**src/rtl/dspl_scan_capture.sv**
```systemverilog
`default_nettype none
// ============================================================================
// Module   : dspl_scan_capture
// Purpose  : Reader for the 8-digit multiplexed seven-segment bus (AN/DIGIT).
//            Filters the anode scan for stability, decodes each lit digit back
//            into the 6-bit code {en, hex[3:0], dp} and publishes a coherent
//            d1..d8 snapshot once per scan frame (or an all-blank snapshot
//            after a scan timeout).
// Options  : SCAN_CAPTURE_DP_EN - when defined, the decimal point segment is
//            decoded into the dp bit; otherwise digit_i[0] is ignored.
// Revision : 1.0 - initial release
// ============================================================================
module dspl_scan_capture #(
   parameter int STABLE_CYCLES = 16,
   parameter int FRAME_TIMEOUT = 400000
) (
   input  logic       clock,
   input  logic       reset,
   input  logic [7:0] an_i,
   input  logic [7:0] digit_i,
   output logic [5:0] d1_o,
   output logic [5:0] d2_o,
   output logic [5:0] d3_o,
   output logic [5:0] d4_o,
   output logic [5:0] d5_o,
   output logic [5:0] d6_o,
   output logic [5:0] d7_o,
   output logic [5:0] d8_o,
   output logic       frame_valid_o,
   output logic       pattern_err_o,
   output logic [7:0] err_cnt_o
);

   localparam int C_STAB_W = $clog2(STABLE_CYCLES + 1);
   localparam int C_TO_W   = $clog2(FRAME_TIMEOUT);

   localparam logic [C_STAB_W-1:0] C_STAB_MAX  = C_STAB_W'(STABLE_CYCLES);
   localparam logic [C_STAB_W-1:0] C_STAB_FIRE = C_STAB_W'(STABLE_CYCLES - 1);
   localparam logic [C_TO_W-1:0]   C_TO_LAST   = C_TO_W'(FRAME_TIMEOUT - 1);

`ifdef SCAN_CAPTURE_DP_EN
   localparam int C_DIG_LSB = 0;
`else
   localparam int C_DIG_LSB = 1;
`endif

   // ------------------------------------------------------------------------
   // Input registers: one capture stage plus a one-cycle-old copy for the
   // change detector.
   // ------------------------------------------------------------------------
   logic [7:0]         an_r_q,  an_r_d;
   logic [7:0]         an_p_q,  an_p_d;
   logic [7:C_DIG_LSB] dig_r_q, dig_r_d;
   logic [7:C_DIG_LSB] dig_p_q, dig_p_d;

`ifndef SCAN_CAPTURE_DP_EN
   // The dp segment line has no function in this build.
   logic unused_dp;
   assign unused_dp = digit_i[0];
`endif

   // Next values of the input pipeline.
   always_comb begin
      an_r_d  = an_i;
      dig_r_d = digit_i[7:C_DIG_LSB];
      an_p_d  = an_r_q;
      dig_p_d = dig_r_q;
   end

   // Input pipeline registers; idle (all lines high) after reset.
   always_ff @(posedge clock or negedge reset) begin
      if (!reset) begin
         an_r_q  <= 8'hFF;
         an_p_q  <= 8'hFF;
         dig_r_q <= '1;
         dig_p_q <= '1;
      end else begin
         an_r_q  <= an_r_d;
         an_p_q  <= an_p_d;
         dig_r_q <= dig_r_d;
         dig_p_q <= dig_p_d;
      end
   end

   // ------------------------------------------------------------------------
   // Stability filter: count unchanged cycles, fire exactly once per steady
   // period. Saturating one above the fire value keeps it from re-firing.
   // ------------------------------------------------------------------------
   logic [C_STAB_W-1:0] stab_cnt_q, stab_cnt_d;
   logic                changed;
   logic                fire;

   // Change detection and stability count.
   always_comb begin
      changed = (an_r_q != an_p_q) || (dig_r_q != dig_p_q);
      if (changed) begin
         stab_cnt_d = '0;
      end else if (stab_cnt_q == C_STAB_MAX) begin
         stab_cnt_d = stab_cnt_q;
      end else begin
         stab_cnt_d = stab_cnt_q + C_STAB_W'(1);
      end
      fire = (stab_cnt_q == C_STAB_FIRE);
   end

   // Stability counter register.
   always_ff @(posedge clock or negedge reset) begin
      if (!reset) begin
         stab_cnt_q <= '0;
      end else begin
         stab_cnt_q <= stab_cnt_d;
      end
   end

   // ------------------------------------------------------------------------
   // Anode classification: blank, single digit (with index) or illegal.
   // ------------------------------------------------------------------------
   logic [7:0] an_low;
   logic       an_blank;
   logic       an_onehot;
   logic [2:0] an_idx;

   // Decode the steady anode pattern into a digit index.
   always_comb begin
      an_low    = ~an_p_q;
      an_blank  = (an_p_q == 8'hFF);
      an_onehot = !an_blank && ((an_low & (an_low - 8'd1)) == 8'd0);
      an_idx    = 3'd0;
      for (int i = 0; i < 8; i++) begin
         if (an_low[i]) begin
            an_idx = 3'(i);
         end
      end
   end

   // ------------------------------------------------------------------------
   // Segment decode, active-low a..g on digit bits [7:1].
   // ------------------------------------------------------------------------
   logic [3:0] seg_hex;
   logic       seg_ok;
   logic       dp_bit;

   // Map the seven segment lines back to a hex value.
   always_comb begin
      seg_ok  = 1'b1;
      seg_hex = 4'h0;
      case (dig_p_q[7:1])
         7'h01:   seg_hex = 4'h0;
         7'h4F:   seg_hex = 4'h1;
         7'h12:   seg_hex = 4'h2;
         7'h06:   seg_hex = 4'h3;
         7'h4C:   seg_hex = 4'h4;
         7'h24:   seg_hex = 4'h5;
         7'h20:   seg_hex = 4'h6;
         7'h0F:   seg_hex = 4'h7;
         7'h00:   seg_hex = 4'h8;
         7'h04:   seg_hex = 4'h9;
         7'h08:   seg_hex = 4'hA;
         7'h60:   seg_hex = 4'hB;
         7'h31:   seg_hex = 4'hC;
         7'h42:   seg_hex = 4'hD;
         7'h30:   seg_hex = 4'hE;
         7'h38:   seg_hex = 4'hF;
         default: seg_ok  = 1'b0;
      endcase
   end

`ifdef SCAN_CAPTURE_DP_EN
   assign dp_bit = ~dig_p_q[0];
`else
   assign dp_bit = 1'b0;
`endif

   // ------------------------------------------------------------------------
   // Capture events and frame boundary control.
   // ------------------------------------------------------------------------
   logic [2:0]        last_q,   last_d;
   logic [C_TO_W-1:0] to_cnt_q, to_cnt_d;
   logic              fv_q,     fv_d;
   logic              perr_q,   perr_d;
   logic [7:0]        err_q,    err_d;
   logic              legal;
   logic              err_ev;
   logic              wrap;
   logic              timeout;
   logic              publish;
   logic [5:0]        new_code;

   // Classify the fired sample and derive wrap/timeout/publish.
   always_comb begin
      legal    = fire && an_onehot && seg_ok;
      err_ev   = fire && !an_blank && !(an_onehot && seg_ok);
      wrap     = legal && (an_idx <= last_q);
      timeout  = !legal && (to_cnt_q == C_TO_LAST);
      publish  = wrap || timeout;
      new_code = {1'b1, seg_hex, dp_bit};

      last_d   = legal ? an_idx : last_q;
      to_cnt_d = (legal || timeout) ? '0 : (to_cnt_q + C_TO_W'(1));
      fv_d     = publish;
      perr_d   = err_ev;
      err_d    = (err_ev && (err_q != 8'hFF)) ? (err_q + 8'd1) : err_q;
   end

   // Control registers; last index starts at 7 so the first capture wraps.
   always_ff @(posedge clock or negedge reset) begin
      if (!reset) begin
         last_q   <= 3'd7;
         to_cnt_q <= '0;
         fv_q     <= 1'b0;
         perr_q   <= 1'b0;
         err_q    <= 8'd0;
      end else begin
         last_q   <= last_d;
         to_cnt_q <= to_cnt_d;
         fv_q     <= fv_d;
         perr_q   <= perr_d;
         err_q    <= err_d;
      end
   end

   // ------------------------------------------------------------------------
   // Per-digit shadow slot, seen flag and published output.
   // A wrap publishes the old shadow before the new capture lands in it.
   // ------------------------------------------------------------------------
   logic [47:0] out_bus;

   for (genvar k = 0; k < 8; k++) begin : g_slot
      logic [5:0] shadow_q, shadow_d;
      logic [5:0] out_q,    out_d;
      logic       seen_q,   seen_d;
      logic       hit;

      // Slot update: store on a hit, publish on wrap, blank on timeout.
      always_comb begin
         hit      = legal && (an_idx == 3'(k));
         shadow_d = hit ? new_code : shadow_q;
         seen_d   = (publish ? 1'b0 : seen_q) | hit;
         if (wrap) begin
            out_d = seen_q ? shadow_q : 6'd0;
         end else if (timeout) begin
            out_d = 6'd0;
         end else begin
            out_d = out_q;
         end
      end

      // Slot registers.
      always_ff @(posedge clock or negedge reset) begin
         if (!reset) begin
            shadow_q <= 6'd0;
            out_q    <= 6'd0;
            seen_q   <= 1'b0;
         end else begin
            shadow_q <= shadow_d;
            out_q    <= out_d;
            seen_q   <= seen_d;
         end
      end

      assign out_bus[k*6 +: 6] = out_q;
   end

   assign d1_o          = out_bus[5:0];
   assign d2_o          = out_bus[11:6];
   assign d3_o          = out_bus[17:12];
   assign d4_o          = out_bus[23:18];
   assign d5_o          = out_bus[29:24];
   assign d6_o          = out_bus[35:30];
   assign d7_o          = out_bus[41:36];
   assign d8_o          = out_bus[47:42];
   assign frame_valid_o = fv_q;
   assign pattern_err_o = perr_q;
   assign err_cnt_o     = err_q;

endmodule
`default_nettype wire
```
**config.mk**
```make
export PLATFORM = sky130hd
export DESIGN_NAME = dspl_scan_capture
export DESIGN_NICKNAME = d
export VERILOG_FILES = /design/src/rtl/dspl_scan_capture.sv
export SDC_FILE = /design/constraint.sdc
export NUM_CORES = 1
export LEC_CHECK = 0
export BUFFER_PORTS_ARGS = -buffer_cell sky130_fd_sc_hd__buf_4
export CORE_ASPECT_RATIO = 0.6
export CORE_MARGIN = 5
export CORE_UTILIZATION = 58
export CTS_CLUSTER_DIAMETER = 60
export DETAILED_ROUTE_END_ITERATION = 12
export PLACE_DENSITY = 0.79
export SYNTH_ARGS = -nofsm -noshare
export SYNTH_HDL_FRONTEND = slang
export SYNTH_SLANG_ARGS = --single-unit
```
**constraint.sdc**
```tcl
create_clock -name clock -period 3 [get_ports clock]
set_input_delay 0.6 -clock clock [delete_from_list [all_inputs] [get_ports clock]]
set_output_delay 0.6 -clock clock [all_outputs]
set_load 0.02 [all_outputs]
```
==> results.sh, run 1 <==
export IMPL_min_period_ns=2.857
export IMPL_cts_clk_slew_worst_paths_ns=0.07
export IMPL_grt_pass1_wl_um=23520
export IMPL_period_share_pct=95.22
export IMPL_synthFlopType="dfrtp_1"
export IMPL_antenna_found_initial=0
export IMPL_place_area_sq_um=7258
export IMPL_cts_tree="yes"
export IMPL_port_buffers=66
export IMPL_ant_nets=0
export IMPL_r2r_setup_slack_ns=0.14
export IMPL_hold_class="in2async"
export IMPL_async_flop_share_pct=100.0
export IMPL_drive_gt1_share_pct=32.30
export IMPL_synth_area_leaders="dfrtp_1, dfstp_2, a32o_1, mux2_2, xor2_1"
export IMPL_synthDistinctLibCells=67
export IMPL_synth_edff_count=0
export IMPL_cts_buffers=17
export IMPL_cts_root_buf="clkbuf_16"
export IMPL_avgSynthCellArea_sq_um=12.56
export IMPL_grt_max_degree=75
export IMPL_start_util_pct=59.01
export IMPL_grtUsageTotal_pct=21.83
export IMPL_final_area_sq_um=7870
export IMPL_slew_violations=0
export IMPL_post_drt_wl_per_cell_um=18.73
export IMPL_dp_cells=724
export IMPL_finalSetupTns_ns=0
export IMPL_finalWirelength_um=14180
export IMPL_synth_common_cells="dfrtp_1, a32o_1, nor2_1"
export IMPL_layout_nets=626
export IMPL_syn_inst=529
export IMPL_worstSetupPathType="reg2reg"
export IMPL_core_region_area_sq_um=11260
export IMPL_use_met2_pct=33.55
export IMPL_routed_via_density=5.951
export IMPL_path_max_fanout=12
export IMPL_seq_area_sq_um=3920
export IMPL_area_growth_pct=18.43
export IMPL_cts_sinks=155
export IMPL_gp_congestion=0.8784
export IMPL_fillers=781
export IMPL_yosysWarnings=0
export IMPL_dp_hpwl_um=9428
export IMPL_rr_endpoint="g_slot[4].shadow_q[3]$_DFFE_PN0P_"
export IMPL_grt_overflow=0
export IMPL_hold_viol=0
export IMPL_fp_dieW_um=148.2
export IMPL_finClkSkew_ns=0.01087
export IMPL_drv_cap=0
export IMPL_status="finished, final reports clean"
export IMPL_synth_most_common_cell="dfrtp_1"
export IMPL_core_rowCount=30
export IMPL_crit_arrival_ns=3.16
export IMPL_clockBufferDepth=2
export IMPL_finalSetupViolations=0
export IMPL_htree_levels=4
export IMPL_holdBufCountCts=0
export IMPL_ff2ff_path_depth=7
export IMPL_fin_cells=757
export IMPL_crit_path_end_kind="register"
export IMPL_drt_initial_drc_count=396
export IMPL_first_global_vias=4590
export IMPL_yosysTopAreaCellShare_pct=45.94
export IMPL_synth_ff_latch_count=155
export IMPL_rr_startpoint="dig_p_q[6]$_DFF_PN1_"
export IMPL_syn_area_sq_um=6645
export IMPL_dieHeight_um=92.91
export IMPL_firstDrtPassIters=5
export IMPL_multi_input_area_sq_um=2504
export IMPL_drc=0
export IMPL_required_ns=3.30
export IMPL_ys_seq_area_share_pct=58.99
export IMPL_busiest_layer="met2"
export IMPL_io_pins=76
export IMPL_n_antenna_cell=0
export IMPL_gr_usage_met1_pct=31.53
export IMPL_dieArea_sq_um=13770
export IMPL_num_vias=4505
export IMPL_p_per_area_nw_per_um2=560.2
export IMPL_start_kind="register"
export IMPL_worst_pin_slew_ns=0.6854
export IMPL_yosys_area_top_type="dfrtp_1"
export IMPL_met3_usage_pct=6.064
export IMPL_ir_worst_vdd_v=0.0003613
export IMPL_rsz0062_at_grt="no"
export IMPL_clock_latency_ns=0.42
export IMPL_p_leak_nw=3.777
export IMPL_slew_headroom_pct=54.31
export IMPL_fmax_mhz=350.1
per-stage QoR:
step | total power, mW | setup WS, ns | utilization (%) | hold WS [ns]
6_report | 4.409 | 0.1434 | 69.89 | 0.1832
5_1_grt | 4.572 | 0.01738 | 69.89 | 0.2350
4_1_cts | 4.452 | 0.1173 | 69.72 | 0.2084
3_5_place_dp | 2.353 | 0.1253 | 64.46 | 0.3647
3_3_place_gp | 2.345 | 0.2355 | 64.46 | 0.3639
2_1_floorplan | 2.275 | 0.5268 | - | 0.3044
flip-flops by register name, indices dropped and copies added, names as in the netlist, 7 cells and up:
name and cells:
dig_p_q 7, an_p_q 8, g_slot.shadow_q 40, err_cnt_o 8, an_p_d 8, to_cnt_q 19
dig_p_d 7, g_slot.seen_q 8
repair_timing:
item	CTS	global route
buffers inserted	0	1
endpoints found under the setup margin	0	45
hold endpoints to repair	0	0
gates resized for setup	0	5
critical path, stage by stage (launching register included):
cell      delay, ns
dfstp_2        0.64
or3b_1         0.43
o32ai_1        0.20
a221oi_2       0.16
a32o_1         0.34
nor3_2         0.26
and3b_2        0.34
mux2_2         0.36
where the power goes:
part	total (mW)	internal, mW	switching [mW]
logic	0.147	0.0525	0.0941
clock network	2.09	1.12	0.970
registers	2.17	2.13	0.0424
total	4.41	3.30	1.11
layout make-up:
type,count,share of cell area (%)
tap,144,2.289
inverter,16,0.7631
multi-input combinational,331,31.81
timing repair buffer,79,7.790
clock buffer,17,5.405
clock inverter,15,2.130
sequential,155,49.81
layer usage:
metal | vias to the layer above | wire (um)
li1 | 2041 | -
met1 | 2288 | 6474
met2 | 160 | 6645
met3 | 16 | 939
met4 | 0 | 119
met5 | - | 0
cells in the final DEF (no fill, tap or decap), types with 10 or more instances in the layout:
master	n
nand3_1	17
inv_1	16
buf_4	76
dfrtp_1	122
nand2_1	25
a32o_1	42
xnor2_1	10
xor2_1	34
nor2_1	36
dfstp_2	33
o21ai_0	10
clkbuf_16	17
mux2_2	30
cell families (layout without fill, tap and decap cells):
group	count (synthesis)	count (layout)	synth area share, %
compound gates	83	83	11.11
other cells	1	8	0.05643
simple gates	152	152	12.41
fa+ha+maj	8	8	1.506
xor+xnor	44	44	5.799
flops	155	155	58.99
mux	36	36	6.251
buf+inv	50	127	3.879
how the worst max path moves through the flow:
stage,startpoint,end,slack [ns],cells past startpoint
3_5_place_dp,dig_p_q[6]$_DFF_PN1_,g_slot[4].shadow_q[3]$_DFFE_PN0P_,0.13,7
2_1_floorplan,an_p_q[2]$_DFF_PN1_,d1_o[1]$_DFFE_PN0P_,0.53,14
5_1_grt,dig_p_q[6]$_DFF_PN1_,g_slot[0].shadow_q[1]$_DFFE_PN0P_,0.02,7
3_3_place_gp,dig_p_q[6]$_DFF_PN1_,g_slot[4].shadow_q[3]$_DFFE_PN0P_,0.24,7
6_report,dig_p_q[6]$_DFF_PN1_,g_slot[4].shadow_q[3]$_DFFE_PN0P_,0.14,7
4_1_cts,dig_p_q[6]$_DFF_PN1_,g_slot[4].shadow_q[3]$_DFFE_PN0P_,0.12,7
Power figures use the tool's default switching activity.
==> inputs of run 2 (changes only) <==
PLACE_DENSITY = not set   (was 0.79)
PLACE_DENSITY_LB_ADDON = 0.3   (was not set)
==> run 2 against run 1 <==
  * Flip-flop and latch count unchanged
  * Largest power group is now clock
  * Hold slack worse by 0.088 ns
  * Design area up 0.43%
  * Maximum frequency about the same
  * Critical path depth unchanged
  * Sequential power about the same
  * Critical path type unchanged
  * Utilization up 0.30 points
  * Cell count unchanged
==> results.sh, run 2 (synthesis results as in run 1) <==
export IMPL_status="finished, final reports clean"
export IMPL_slew_headroom_pct=58.58
export IMPL_grt_max_degree=79
export IMPL_n_antenna_cell=0
export IMPL_crit_arrival_ns=3.16
export IMPL_grt_pass1_wl_um=23720
export IMPL_dieArea_sq_um=13770
export IMPL_min_period_ns=2.858
export IMPL_hold_viol=0
export IMPL_core_region_area_sq_um=11260
export IMPL_grtUsageTotal_pct=21.93
export IMPL_start_util_pct=59.01
export IMPL_drc=0
export IMPL_num_vias=4488
export IMPL_finalSetupViolations=0
export IMPL_dp_slack_ns=0.1867
export IMPL_area_growth_pct=18.94
export IMPL_regMostFlops="g_slot.shadow_q"
export IMPL_grt_overflow=0
export IMPL_critical_path_buf_inv_count=0
export IMPL_multi_input_area_sq_um=2499
export IMPL_antenna_found_initial=0
export IMPL_cts_clk_slew_worst_paths_ns=0.07
export IMPL_drt_initial_drc_count=297
export IMPL_reg_top3="g_slot.shadow_q: 40 flops, to_cnt_q: 19 flops"
export IMPL_path_max_fanout=12
export IMPL_cts_root_buf="clkbuf_16"
export IMPL_p_leak_nw=3.799
export IMPL_post_drt_wl_per_cell_um=18.91
export IMPL_clock_latency_ns=0.42
export IMPL_cts_buffers=17
export IMPL_dieHeight_um=92.91
export IMPL_fp_dieW_um=148.2
export IMPL_io_pins=76
export IMPL_mostFrequentLayoutCell="dfrtp_1"
export IMPL_critPathTopFamily="simple AND/OR/NAND/NOR gates"
export IMPL_port_buffers=66
export IMPL_cts_tree="yes"
export IMPL_finalWirelength_um=14320
export IMPL_slowest_delay_ns=0.65
export IMPL_place_area_sq_um=7251
export IMPL_crit_chain="or3b_1 > o32ai_1 > a221oi_2 > a32o_2 > nor3_2 > and3b_1 > mux2_2"
export IMPL_dp_hpwl_um=9367
export IMPL_worst_pin_slew_ns=0.6166
export IMPL_p_per_area_nw_per_um2=581.9
export IMPL_htree_levels=4
export IMPL_ir_worst_vdd_v=0.0003608
export IMPL_firstDrtPassIters=5
export IMPL_gp_congestion=0.8768
export IMPL_core_rowCount=30
export IMPL_drive_gt1_share_pct=32.14
export IMPL_clockBufferDepth=2
export IMPL_layout_nets=626
export IMPL_fillers=762
export IMPL_cts_sinks=155
export IMPL_routed_via_density=5.929
export IMPL_drv_cap=0
export IMPL_final_cell_mix="dfrtp_1, buf_4, a32o_1"
export IMPL_slowest_stage="dfstp_2"
export IMPL_fmax_mhz=349.8
export IMPL_required_ns=3.30
export IMPL_largest_reg_flops=40
export IMPL_finClkSkew_ns=0.01319
export IMPL_slew_violations=0
export IMPL_worstSetupPathType="reg2reg"
export IMPL_ant_nets=0
export IMPL_hold_class="in2async"
export IMPL_final_area_sq_um=7904
export IMPL_holdBufCountCts=0
export IMPL_first_global_vias=4576
export IMPL_start_kind="register"
export IMPL_crit_path_end_kind="register"
export IMPL_setup_ws_ns=0.1415
export IMPL_seq_area_sq_um=3920
export IMPL_power_mw=4.600
export IMPL_period_share_pct=95.28
run 2: cell count changes in the layout (fill, tap and decap cells not counted), moves of 2 or more:
cell and delta:
bufinv_16 +3, inv_8 -3, clkinv_8 -2, inv_6 +2
run 2: area by class of cell:
type                            instances  area share [%]
Tap cell                              144           2.280
Multi-Input combinational cell        331           31.61
Clock buffer                           17           5.382
Sequential cell                       155           49.60
Timing Repair Buffer                   79           7.757
Clock inverter                         15           2.612
Inverter                               16          0.7599
run 2: worst register-to-register path, stage by stage (launching register included):
cell      delay [ns]
dfstp_2         0.65
or3b_1          0.43
o32ai_1         0.18
a221oi_2        0.15
a32o_2          0.32
nor3_2          0.27
and3b_1         0.37
mux2_2          0.38
run 2: final timing paths:
kind	from	to	slack [ns]	cells past startpoint
hold reg to reg	an_p_d[2]$_DFF_PN1_	an_p_q[2]$_DFF_PN1_	0.37	0
max in group asynchronous	reset	dig_p_q[3]$_DFF_PN1_	2.10	2
hold / removal	reset	to_cnt_q[15]$_DFF_PN0_	0.09	1
setup reg to reg	dig_p_q[6]$_DFF_PN1_	g_slot[4].shadow_q[2]$_DFFE_PN0P_	0.14	7
min in group clock	digit_i[4]	dig_p_d[4]$_DFF_PN1_	0.29	1
setup / recovery	dig_p_q[6]$_DFF_PN1_	g_slot[4].shadow_q[2]$_DFFE_PN0P_	0.14	7
run 2: routing by layer:
metal  wire (um)  track usage (%)  vias to the layer above
met2        6795            33.59                      121
met5           0                0                        -
met4          85            5.380                        0
met1        6723            31.69                     2312
met3         712            5.575                       10
li1            -                -                     2045
run 2: report_power, final:
| part | total (mW) | internal [mW] | leakage [nW] | switching (mW) |
|---|---|---|---|---|
| clock network | 2.29 | 1.35 | 0.311 | 0.938 |
| logic | 0.143 | 0.0512 | 1.45 | 0.0919 |
| registers | 2.17 | 2.13 | 2.04 | 0.0426 |
| total | 4.60 | 3.53 | 3.80 | 1.07 |
run 2: what timing repair did:
item / CTS / global route
resized for setup: 0 / 3
buffers inserted: 0 / 2
setup endpoints to repair: 0 / 11
run 2: through the flow:
step	util, %	instances	TNS, ns	hold WS, ns
after floorplan	-	536	0	0.3044
after global placement	64.39	723	0	0.3627
after detailed placement	64.39	723	0	0.3651
after CTS	70.00	755	0	0.09913
after global routing	70.19	757	-0.008622	0.1123
final	70.19	757	0	0.09496
==> inputs of run 3 (changes only) <==
CORE_UTILIZATION = 55   (was 58)
==> run 3 against run 2 <==
  * Clock-buffer cell count unchanged
  * Design area increased by 0.24%
  * Flip-flop and latch count unchanged
  * Non-clock buffer count decreased by 1
  * Clock power decreased by 3%
  * Maximum frequency decreased by 1.0%
  * Utilization decreased by 3.9 points
  * Routed wire length increased by 3.0%
  * Critical path depth unchanged
  * Worst setup slack got worse by 0.029 ns
  * Via count increased by 1.8%
  * Global-route usage decreased by 0.34 points
  * Highest routed layer unchanged
==> results.sh, run 3 (synthesis results as in run 1) <==
export IMPL_required_ns=3.30
export IMPL_post_drt_wl_per_cell_um=19.00
export IMPL_drive_gt1_share_pct=32.08
export IMPL_finClkSkew_ns=0.009336
export IMPL_busiest_layer="met2"
export IMPL_drv_cap=0
export IMPL_hold_class="in2async"
export IMPL_slew_violations=0
export IMPL_clockBufferDepth=2
export IMPL_cts_setup_buffers=0
export IMPL_fp_dieW_um=151.9
export IMPL_drc=0
export IMPL_htree_levels=4
export IMPL_dieHeight_um=95.14
export IMPL_crit_arrival_ns=3.19
export IMPL_grt_pass1_wl_um=24740
export IMPL_reg_top3="g_slot.shadow_q: 40 flops, to_cnt_q: 19 flops"
export IMPL_cts_sinks=155
export IMPL_gr_usage_met1_pct=30.14
export IMPL_start_kind="register"
export IMPL_cts_root_buf="clkbuf_16"
export IMPL_dp_hpwl_um=9822
export IMPL_finalWirelength_um=14740
export IMPL_port_buffers=66
export IMPL_num_vias=4571
export IMPL_core_region_area_sq_um=11950
export IMPL_regMostFlops="g_slot.shadow_q"
export IMPL_ff2ff_path_depth=7
export IMPL_use_met2_pct=33.79
export IMPL_min_period_ns=2.888
export IMPL_dp_cells=745
export IMPL_core_rowCount=31
export IMPL_largest_reg_flops=40
export IMPL_first_global_vias=4749
export IMPL_mostFrequentLayoutCell="dfrtp_1"
export IMPL_hold_slack_ns=0.1634
export IMPL_fillers=849
export IMPL_routed_via_density=5.890
export IMPL_period_share_pct=96.25
export IMPL_cts_buffers=17
export IMPL_antenna_found_initial=0
export IMPL_p_per_area_nw_per_um2=575.1
export IMPL_fin_cells=776
export IMPL_ant_nets=0
export IMPL_cts_tree="yes"
export IMPL_grtUsageTotal_pct=21.59
export IMPL_worst_pin_slew_ns=0.6094
export IMPL_path_max_fanout=12
export IMPL_clock_latency_ns=0.43
export IMPL_finalSetupViolations=0
export IMPL_n_antenna_cell=0
export IMPL_firstDrtPassIters=5
export IMPL_crit_path_end_kind="register"
export IMPL_status="finished, final reports clean"
export IMPL_ir_worst_vdd_v=0.0004121
export IMPL_gp_congestion=0.8310
export IMPL_io_pins=76
export IMPL_met3_usage_pct=4.807
export IMPL_fin_util_pct=66.32
export IMPL_fmax_mhz=346.3
export IMPL_hold_viol=0
export IMPL_grt_overflow=0
export IMPL_cts_clk_slew_worst_paths_ns=0.07
export IMPL_final_cell_mix="dfrtp_1, buf_4, a32o_1"
export IMPL_grt_max_degree=64
export IMPL_worstSetupPathType="reg2reg"
export IMPL_dieArea_sq_um=14450
export IMPL_area_growth_pct=19.22
export IMPL_finalSetupTns_ns=0
export IMPL_p_leak_nw=3.792
export IMPL_drt_initial_drc_count=341
export IMPL_layout_nets=625
export IMPL_start_util_pct=55.62
export IMPL_slew_headroom_pct=59.06
export IMPL_power_mw=4.556
-- run 3: cell types whose count changed in the layout (fill, tap and decap cells not counted), sizes merged --
cell	before	now
buf	79	78
clkinv	5	4
inv	23	22
clkinvlp	0	1
-- run 3: through the flow --
| step | worst slack [ns] | instance area (sq um) |
|---|---|---|
| after floorplan | 0.5268 | 6671 |
| after global placement | 0.2502 | 7297 |
| after detailed placement | 0.1321 | 7297 |
| after CTS | 0.08100 | 7909 |
| after global routing | -0.03973 | 7923 |
| final | 0.1124 | 7923 |
-- run 3: metal layers --
| layer | wire [um] | vias to the layer above |
|---|---|---|
| met4 | 260 | 0 |
| met1 | 6681 | 2325 |
| li1 | - | 2043 |
| met5 | 0 | - |
| met2 | 6937 | 173 |
| met3 | 861 | 30 |
-- run 3: critical path, stage by stage (launching register included) --
cell      delay, ns
dfstp_2        0.66
or3b_1         0.44
o32ai_1        0.19
a221oi_2       0.15
a32o_1         0.34
nor2_2         0.29
nand3b_1       0.33
mux2_2         0.37
-- run 3: worst paths after layout --
path	start	endpoint	slack, ns
max reg2reg	dig_p_q[6]$_DFF_PN1_	g_slot[6].shadow_q[3]$_DFFE_PN0P_	0.11
min in group clock	digit_i[7]	dig_p_d[7]$_DFF_PN1_	0.28
max	dig_p_q[6]$_DFF_PN1_	g_slot[6].shadow_q[3]$_DFFE_PN0P_	0.11
min reg2reg	an_p_d[6]$_DFF_PN1_	an_p_q[6]$_DFF_PN1_	0.37
min	reset	err_cnt_o[5]$_DFFE_PN0P_	0.16
max in group asynchronous	reset	an_p_d[3]$_DFF_PN1_	1.96
-- run 3: power breakdown --
group	switching, mW	total (mW)	internal, mW
Clock	0.907	2.23	1.33
Sequential	0.0418	2.17	2.13
Combinational	0.0965	0.150	0.0535
-- run 3: final cells by class --
type                       count  area, sq um  share of cell area [%]
clock buffer                  17        425.4                   5.370
clock inverter                14        186.4                   2.353
inverter                      16        60.06                  0.7581
multi-input combinational    331         2510                   31.68
sequential                   155         3920                   49.48
tap                          165        206.4                   2.606
timing repair buffer          78        614.3                   7.754
-- run 3: repair_timing --
action                     4_1_cts  5_1_grt
setup endpoints to repair        0       11
hold buffers                     0        0
gates resized for setup          0        3
